**config.mk**
```make
export PLATFORM = sky130hd
export DESIGN_NAME = frame_parser
export DESIGN_NICKNAME = d
export VERILOG_FILES = /design/src/rtl/frame_parser.sv
export SDC_FILE = /design/constraint.sdc
export NUM_CORES = 1
export LEC_CHECK = 0
export CELL_PAD_IN_SITES_DETAIL_PLACEMENT = 1
export CELL_PAD_IN_SITES_GLOBAL_PLACEMENT = 2
export CORE_ASPECT_RATIO = 0.7
export CORE_MARGIN = 1
export CORE_UTILIZATION = 26
export DETAILED_ROUTE_END_ITERATION = 10
export PLACE_DENSITY = 0.85
export SLEW_MARGIN = 0
export SYNTH_ARGS = -nofsm -noshare
export SYNTH_HDL_FRONTEND = slang
export SYNTH_SLANG_ARGS = --single-unit
```
**constraint.sdc**
```tcl
create_clock -name ACLK -period 5.5 [get_ports ACLK]
set_clock_uncertainty 0.15 [all_clocks]
set_input_delay 1.1 -clock ACLK [delete_from_list [all_inputs] [get_ports ACLK]]
set_output_delay 1.1 -clock ACLK [all_outputs]
set_load 0.02 [all_outputs]
```
**src/rtl/frame_parser.sv**
```systemverilog
// Strips a 3-beat header, filters on destination, link type and sync word, and forwards the payload.
// Optional statistics counters are enabled by defining FRAME_PARSER_STATS_EN.
module frame_parser #(
    parameter int INPUT_WIDTH      = 64,
    parameter int OUTPUT_WIDTH     = 64,
    parameter bit ACCEPT_BROADCAST = 1'b1
) (
    input  logic                      ACLK,
    input  logic                      ARESET,
    input  logic [INPUT_WIDTH-1:0]    S_AXIS_tdata,
    input  logic [INPUT_WIDTH/8-1:0]  S_AXIS_tkeep,
    input  logic                      S_AXIS_tvalid,
    input  logic                      S_AXIS_tlast,
    output logic                      S_AXIS_tready,
    output logic [OUTPUT_WIDTH-1:0]   M_AXIS_tdata,
    output logic [OUTPUT_WIDTH/8-1:0] M_AXIS_tkeep,
    output logic                      M_AXIS_tvalid,
    output logic                      M_AXIS_tlast,
    input  logic                      M_AXIS_tready,
    input  logic [47:0]               Local_Address,
    input  logic [15:0]               Link_Type,
    input  logic [15:0]               SyncWord,
    output logic [47:0]               Rx_Source_Address,
    output logic [13:0]               Rx_Packet_Size,
    output logic                      Err_Runt,
    output logic                      Err_Length,
    output logic                      Frame_Dropped,
    output logic [15:0]               Frames_Ok,
    output logic [15:0]               Frames_Dropped,
    output logic [2:0]                FPState
);

    typedef enum logic [2:0] {
        HDR0    = 3'd0,
        HDR1    = 3'd1,
        HDR2    = 3'd2,
        PAYLOAD = 3'd3,
        DROP    = 3'd4
    } state_t;

    state_t      state_q, state_d;
    logic        accept;
    logic        out_free;
    logic        dest_match, dest_match_q, type_match_q, sync_match_q;
    logic [15:0] src_hi_q;
    logic [31:0] src_lo_q;
    logic [13:0] count_q, count_inc;
    logic        count_hit;
    logic        runt_d, len_d, drop_d;

    // Both streams: a beat transfers on a rising edge where tvalid and tready are high;
    // a source holds tvalid and its data stable until that happens.
    assign out_free      = !M_AXIS_tvalid || M_AXIS_tready;
    assign S_AXIS_tready = (state_q == PAYLOAD) ? out_free : 1'b1;
    assign accept        = S_AXIS_tvalid && S_AXIS_tready;
    assign count_inc     = count_q + 14'd1;
    assign count_hit     = (count_inc == Rx_Packet_Size);
    assign dest_match    = (S_AXIS_tdata[63:16] == Local_Address) ||
                           (ACCEPT_BROADCAST && (S_AXIS_tdata[63:16] == 48'hFFFF_FFFF_FFFF));
    assign FPState       = state_q;

    always_comb begin
        state_d = state_q;
        runt_d  = 1'b0;
        len_d   = 1'b0;
        drop_d  = 1'b0;
        if (accept) begin
            case (state_q)
                HDR0, HDR1: begin
                    if (S_AXIS_tlast) begin
                        state_d = HDR0;
                        runt_d  = 1'b1;
                        drop_d  = 1'b1;
                    end else if (state_q == HDR0) begin
                        state_d = HDR1;
                    end else begin
                        state_d = HDR2;
                    end
                end
                HDR2: begin
                    if (S_AXIS_tlast) begin
                        state_d = HDR0;
                        runt_d  = 1'b1;
                        drop_d  = 1'b1;
                    end else if (S_AXIS_tdata[13:0] == 14'd0) begin
                        state_d = DROP;
                        len_d   = 1'b1;
                        drop_d  = 1'b1;
                    end else if (dest_match_q && type_match_q && sync_match_q) begin
                        state_d = PAYLOAD;
                    end else begin
                        state_d = DROP;
                        drop_d  = 1'b1;
                    end
                end
                PAYLOAD: begin
                    // Early tlast ends the frame short; reaching the count without tlast discards the rest.
                    if (S_AXIS_tlast) begin
                        state_d = HDR0;
                        len_d   = !count_hit;
                    end else if (count_hit) begin
                        state_d = DROP;
                        len_d   = 1'b1;
                    end
                end
                DROP: begin
                    if (S_AXIS_tlast) state_d = HDR0;
                end
                default: state_d = HDR0;
            endcase
        end
    end

    always_ff @(posedge ACLK) begin
        if (ARESET) state_q <= HDR0;
        else        state_q <= state_d;
    end

    always_ff @(posedge ACLK) begin
        if (ARESET) begin
            M_AXIS_tdata      <= '0;
            M_AXIS_tkeep      <= '0;
            M_AXIS_tvalid     <= 1'b0;
            M_AXIS_tlast      <= 1'b0;
            Rx_Source_Address <= '0;
            Rx_Packet_Size    <= '0;
            Err_Runt          <= 1'b0;
            Err_Length        <= 1'b0;
            Frame_Dropped     <= 1'b0;
            dest_match_q      <= 1'b0;
            type_match_q      <= 1'b0;
            sync_match_q      <= 1'b0;
            src_hi_q          <= '0;
            src_lo_q          <= '0;
            count_q           <= '0;
        end else begin
            Err_Runt      <= runt_d;
            Err_Length    <= len_d;
            Frame_Dropped <= drop_d;
            if (M_AXIS_tvalid && M_AXIS_tready) M_AXIS_tvalid <= 1'b0;
            if (accept) begin
                case (state_q)
                    HDR0: begin
                        dest_match_q <= dest_match;
                        src_hi_q     <= S_AXIS_tdata[15:0];
                    end
                    HDR1: begin
                        src_lo_q     <= S_AXIS_tdata[63:32];
                        type_match_q <= (S_AXIS_tdata[31:16] == Link_Type);
                        sync_match_q <= (S_AXIS_tdata[15:0] == SyncWord);
                    end
                    HDR2: begin
                        if (state_d == PAYLOAD) begin
                            Rx_Source_Address <= {src_hi_q, src_lo_q};
                            Rx_Packet_Size    <= S_AXIS_tdata[13:0];
                            count_q           <= '0;
                        end
                    end
                    PAYLOAD: begin
                        M_AXIS_tdata  <= S_AXIS_tdata;
                        M_AXIS_tkeep  <= S_AXIS_tkeep;
                        M_AXIS_tvalid <= 1'b1;
                        M_AXIS_tlast  <= S_AXIS_tlast || count_hit;
                        count_q       <= count_inc;
                    end
                    default: ;
                endcase
            end
        end
    end

`ifdef FRAME_PARSER_STATS_EN
    logic frame_ok;
    assign frame_ok = accept && (state_q == PAYLOAD) && S_AXIS_tlast && count_hit;

    always_ff @(posedge ACLK) begin
        if (ARESET) begin
            Frames_Ok      <= '0;
            Frames_Dropped <= '0;
        end else begin
            if (frame_ok && (Frames_Ok != 16'hFFFF)) Frames_Ok <= Frames_Ok + 16'd1;
            if (Frame_Dropped && (Frames_Dropped != 16'hFFFF)) Frames_Dropped <= Frames_Dropped + 16'd1;
        end
    end
`else
    assign Frames_Ok      = '0;
    assign Frames_Dropped = '0;
`endif

endmodule

```
---- Word level (Yosys, flattened, before mapping) ----
Cells that the tools add are included.
W data, S select, Z words.
operators by class
  $add $sub $neg .......................... 1
  multiply operators ...................... 0
  div/mod/pow operators ................... 0
  order comparisons ....................... 0
  equal/unequal tests ..................... 11
  shift operators ......................... 0
  mux-type cells .......................... 26
  bitwise gates (word level) .............. 2
  reduce and logical (&&, ||, !) cells .... 21
operator list
  kind                     number
  $eq A48 B48 Y1           1
  $eq A48 B48 Y1 const B   1
  $eq A16 B16 Y1           2
  $pmux W14 S2             1
  $mux W3                  7
  $add A14 B1 Y14 const B  1
  $eq A14 B14 Y1           1
  $logic_not A14 Y1        1
  $mux W14                 1
  $mux W1                  12
  $pmux W3 S4              1
  $eq A3 B2 Y1 const B     3
  $reduce_and A2 Y1        3
  $reduce_and A3 Y1        2
  $reduce_or A3 Y1         2
  $logic_and A1 B1 Y1      4
  $mux W2                  2
  $pmux W1 S2              2
  $reduce_or A2 Y1         2
  $eq A3 B1 Y1 const B     1
  $eq A3 B3 Y1 const B     1
  $logic_not A3 Y1         1
  $logic_or A1 B1 Y1       3
  $logic_not A1 Y1         2
  3 further kinds          4
storage, ports and cells
  bits in registers ....................... 207
  bits in latches ......................... 0
  memory bits (writable) .................. 0
  bits in read-only memories .............. 0
  input bits .............................. 157
  output and inout bits ................... 175
  logic and storage cells ................. 77
  memories kept ........................... 0

---- Longest topological paths before layout ----
  depth after elaboration ................. 10
  gate-level depth with buffers ........... 10
  mapped depth without buffers ............ 10

---- Worst setup path before layout ----
OpenSTA, ideal clock, no wires.
  path kind ............................... register to register
  start point ............................. reg count_q[1]
  end point ............................... reg Err_Length
  data arrival time ....................... 2.787 ns
  path slack .............................. 2.467 ns
  stages on the path, launching flop included .. 11
  path buffers ............................ 0
  period minus slack after synthesis ...... 3.033 ns
  cells stage by stage .................... dfxtp_1 -> ha_1 -> nand3_2 -> or4_4 -> o31ai_2 -> o32ai_1 -> or2_1 -> or3_1 -> ha_1 -> a22oi_1 -> nor4b_1
between the ends
  longest elaborated chain between the ends .. 5
  elaborated cells on any way between the ends .. 6
  classes of those cells .................. 1 x add/sub; 1 x eq/ne; 3 x mux; 1 x reduce/logical
ends and longest elaborated chain
  what                                                RTL line  text
  from (decl)                                         47        logic [13:0] count_q, count_inc;
  from (signal assigned)                              164       count_q <= count_inc;
  $add A14 B1 Y14 (*)                                 56        assign count_inc = count_q + 14'd1;
  $eq A14 B14 Y1 (*)                                  57        assign count_hit = (count_inc == Rx_Packet_Size);
  $mux W1 / $logic_not A1 Y1 (equally long branches)  101, 100
  $mux W1 (*)                                         98        if (S_AXIS_tlast) begin
  $pmux W1 S2 (*)                                     68        case (state_q)
  to (signal assigned)                                138       Err_Length <= len_d;
  to (decl)                                           26        output logic Err_Length,
Every way passes the cells marked *; elsewhere a longest branch is shown, timed or not.
A chain may end at the register's enable or synchronous reset.

---- Final worst setup path ----
  start point ............................. reg state_q[1], in the netlist FPState[1]
  end point ............................... out S_AXIS_tready
between the ends
  longest elaborated chain between the ends .. 2
ends and longest elaborated chain
  what                    RTL line  text
  from (decl)             41        state_t state_q, state_d;
  from (signal assigned)  116       else state_q <= state_d;
  $eq A3 B2 Y1            54        assign S_AXIS_tready = (state_q == PAYLOAD) ? out_free : 1'b1;
  $mux W1                 54
  to (decl)               14        output logic S_AXIS_tready,
Every way passes these cells.

==> results_dict.tcl <==
set metrics [dict create \
    overflow 0 \
    cts_buffer_depth 3 \
    synth_cell_types 51 \
    critPathMaxFanout 10 \
    leakagePower_nw 4.24 \
    synthTopCellsByArea "dfxtp_1, nand2_1, a21oi_1" \
    cts_max_level 1 \
    post_cts_resized 0 \
    ir_worst_vdd_uv 138 \
    slowest_delay_ns 0.55 \
    antenna_found_initial 1 \
    nets 1590 \
    placed_cell_area_mm2 0.0123 \
    drv_slew 0 \
    synthFlopType "dfxtp_1" \
    rows 56 \
    crit_slowest_cell "clkdlybuf4s50_1" \
    die_w_um 226 \
    p_comb_share_pct 9.5 \
    vias 9103 \
    portBuffers 299 \
    area_growth_syn_to_layout_pct 44.8 \
    worst_hold_slack_ns 0.299 \
    hold_viol 0 \
    start_util_pct 26.8 \
    crit_path_start "FPState[1]" \
    yosysMostFrequentCell "nand2_1" \
    power-per-cell-area_mw_per_mm2 273 \
    synth_edf_count 0 \
    drive_gt1_share_pct 4.43 \
    crit_type "register to primary output" \
    cts_tree "built" \
    grt_first_pass_wirelength_mm 57.3 \
    postCtsSetupBuffers 0 \
    rsz0062_at_grt "false" \
    crit-reg2reg-launch "count_q[0]" \
    max_freq_ghz 0.247 \
    avgSynthCellArea_um2 7.77 \
    p_sw_share_pct 23.8 \
    cts-root-buf "clkbuf_16" \
    power_frac_seq_pct 42.4 \
    cp.required_ns 4.25 \
    setup_tns_ns 0 \
    hold_class "register to register" \
    ios 332 \
    routedWlPerCell_um 20.5 \
    grt_pass1_vias 9114 \
    wl_mm 39.1 \
    gp_congestion 0.832 \
    dr.pass1.iters 4 \
    post-route-drc-count 0 \
    clkLatencyLatePin_ns 0.52 \
    setup_viol_count_final 0 \
    endpoint_kind "primary output" \
    yosysSeqAreaShare_pct 45.5 \
    finalPower_mw 3.60 \
    synthCells 1172 \
    synth_commonest_cells "nand2_1, dfxtp_1, a21oi_1, xnor2_1, clkbuf_1" \
    maxCapViolCount 0 \
    post-route-period-util_pct 73.7 \
    synthArstFlopShare_pct 0 \
    arrival_ns 2.80 \
    viasPerCell 4.77 \
    relSlewSlack_pct 37.6 \
    cts_buffers 23 \
    intPower_mw 2.74 \
    switchingPower_mw 0.857 \
    synth_seq_cells 207 \
    yosys.area.top_type "dfxtp_1" \
    status "completed" \
    dpl.hpwl_mm 28.7 \
    die_height_um 159 \
    clkPwrFrac_pct 48.1 \
    crit_chain "nor2b_1 -> nand2_1 -> or2_2 -> clkdlybuf4s50_1" \
    start_kind "register" \
    fp.coreArea_mm2 0.0340 \
    cts.sinks 207 \
    cts_hold_buf 0 \
    ant_nets 0 \
    n_antenna_cell 0 \
    dp_cells 1870 \
    die_area_mm2 0.0358 \
    final_area_mm2 0.0132 \
    grt_util_all_layers_pct 21.4 \
    yosys_warnings 0 \
    final_cells 1910 \
    grt_max_degree 93 \
    min_period_ns 4.05 \
    clkTransAtPathRegs_ns 0.06 \
    min_from "src_lo_q[19]" \
    drt_iter0_drc 525 \
    synth_area_mm2 0.00910 \
    tightest_slew_ns 0.927 \
    synth_top_area_share_pct 45.5 \
]
-- flip-flops by register name, indices dropped and copies added, names as in the netlist --
| signal | flops |
|---|---|
| Err_Length | 1 |
| Rx_Source_Address | 48 |
| M_AXIS_tdata | 64 |
| type_match_q | 1 |
| Err_Runt | 1 |
| src_lo_q | 32 |
| count_q | 14 |
| src_hi_q | 16 |
| M_AXIS_tvalid | 1 |
| Frame_Dropped | 1 |
| sync_match_q | 1 |
| M_AXIS_tlast | 1 |
| dest_match_q | 1 |
| Rx_Packet_Size | 14 |
| FPState | 3 |
| M_AXIS_tkeep | 8 |
-- critical path, delay by kind of cell (launching register included) --
family                 cells  cell delay, ns
buffers and inverters      1            0.55
DFF                        1            0.53
and+or+nand+nor            3            1.20
-- final timing paths --
kind / cells past startpoint / slack [ns] / end
max: 4 / 1.45 / S_AXIS_tready
min: 2 / 0.30 / Rx_Source_Address[19]
min reg2reg: 2 / 0.30 / Rx_Source_Address[19]
max reg2reg: 10 / 2.03 / Err_Length
-- power groups by stage --
stage	registers [mW]	clock network, mW	logic [mW]
global route	1.53	1.84	0.363
finish	1.53	1.73	0.342
detailed placement	1.56	0	0.341
CTS	1.53	1.79	0.342
global placement	1.56	0	0.337
floorplan	1.56	0	0.148
-- kinds of logic after synthesis --
logic type                 Yosys count  share of synthesized area [%]
DFF                                207                           45.5
adders and majority gates            2                          0.275
xor gates and xnor gates            97                           9.33
buffers and inverters              109                           6.17
other                                1                         0.0412
and+or+nand+nor                    516                           24.4
AOI/OAI and AO/OA                  240                           14.2
-- per-layer routing --
metal	share of wire, %	track usage, %
met5	0	0
met4	1.4	3.60
met3	6.3	4.76
met2	43	33.0
met1	49	30.6
-- layout by cell type, fill, tap and decap left out, types with 4 or more instances in the layout --
cell and instances:
buf_4 9, clkdlybuf4s50_1 298, o21ai_0 8, xnor2_1 91
conb_1 32, a21oi_1 203, a211oi_1 5, nor3_1 6
nor2_1 26, nand4_1 35, xor2_1 6, nand2_1 385
clkinv_2 5, bufinv_16 5, clkbuf_8 5, a31oi_1 5
nand2b_1 6, dfxtp_1 207, inv_1 4, clkbuf_16 23
nor4_1 15, nand3_1 9, or3_1 4
-- through the flow --
stage                     setup WS [ns]  util [%]
after detailed placement           1.29      36.3
after global routing               1.33      38.8
after CTS                          1.42      38.8
after global placement             1.45      36.3
after floorplan                    2.47         -
final                              1.45      38.8
-- area by class of cell --
cell class	instances	area, µm²
tap	464	581
inverter	4	15.0
timing repair buffer	308	3060
clock buffer	29	648
multi-input combinational	887	4540
clock inverter	11	184
sequential	207	4140
fill	4040	20800
Note: power is estimated with default switching activity, not from simulation.
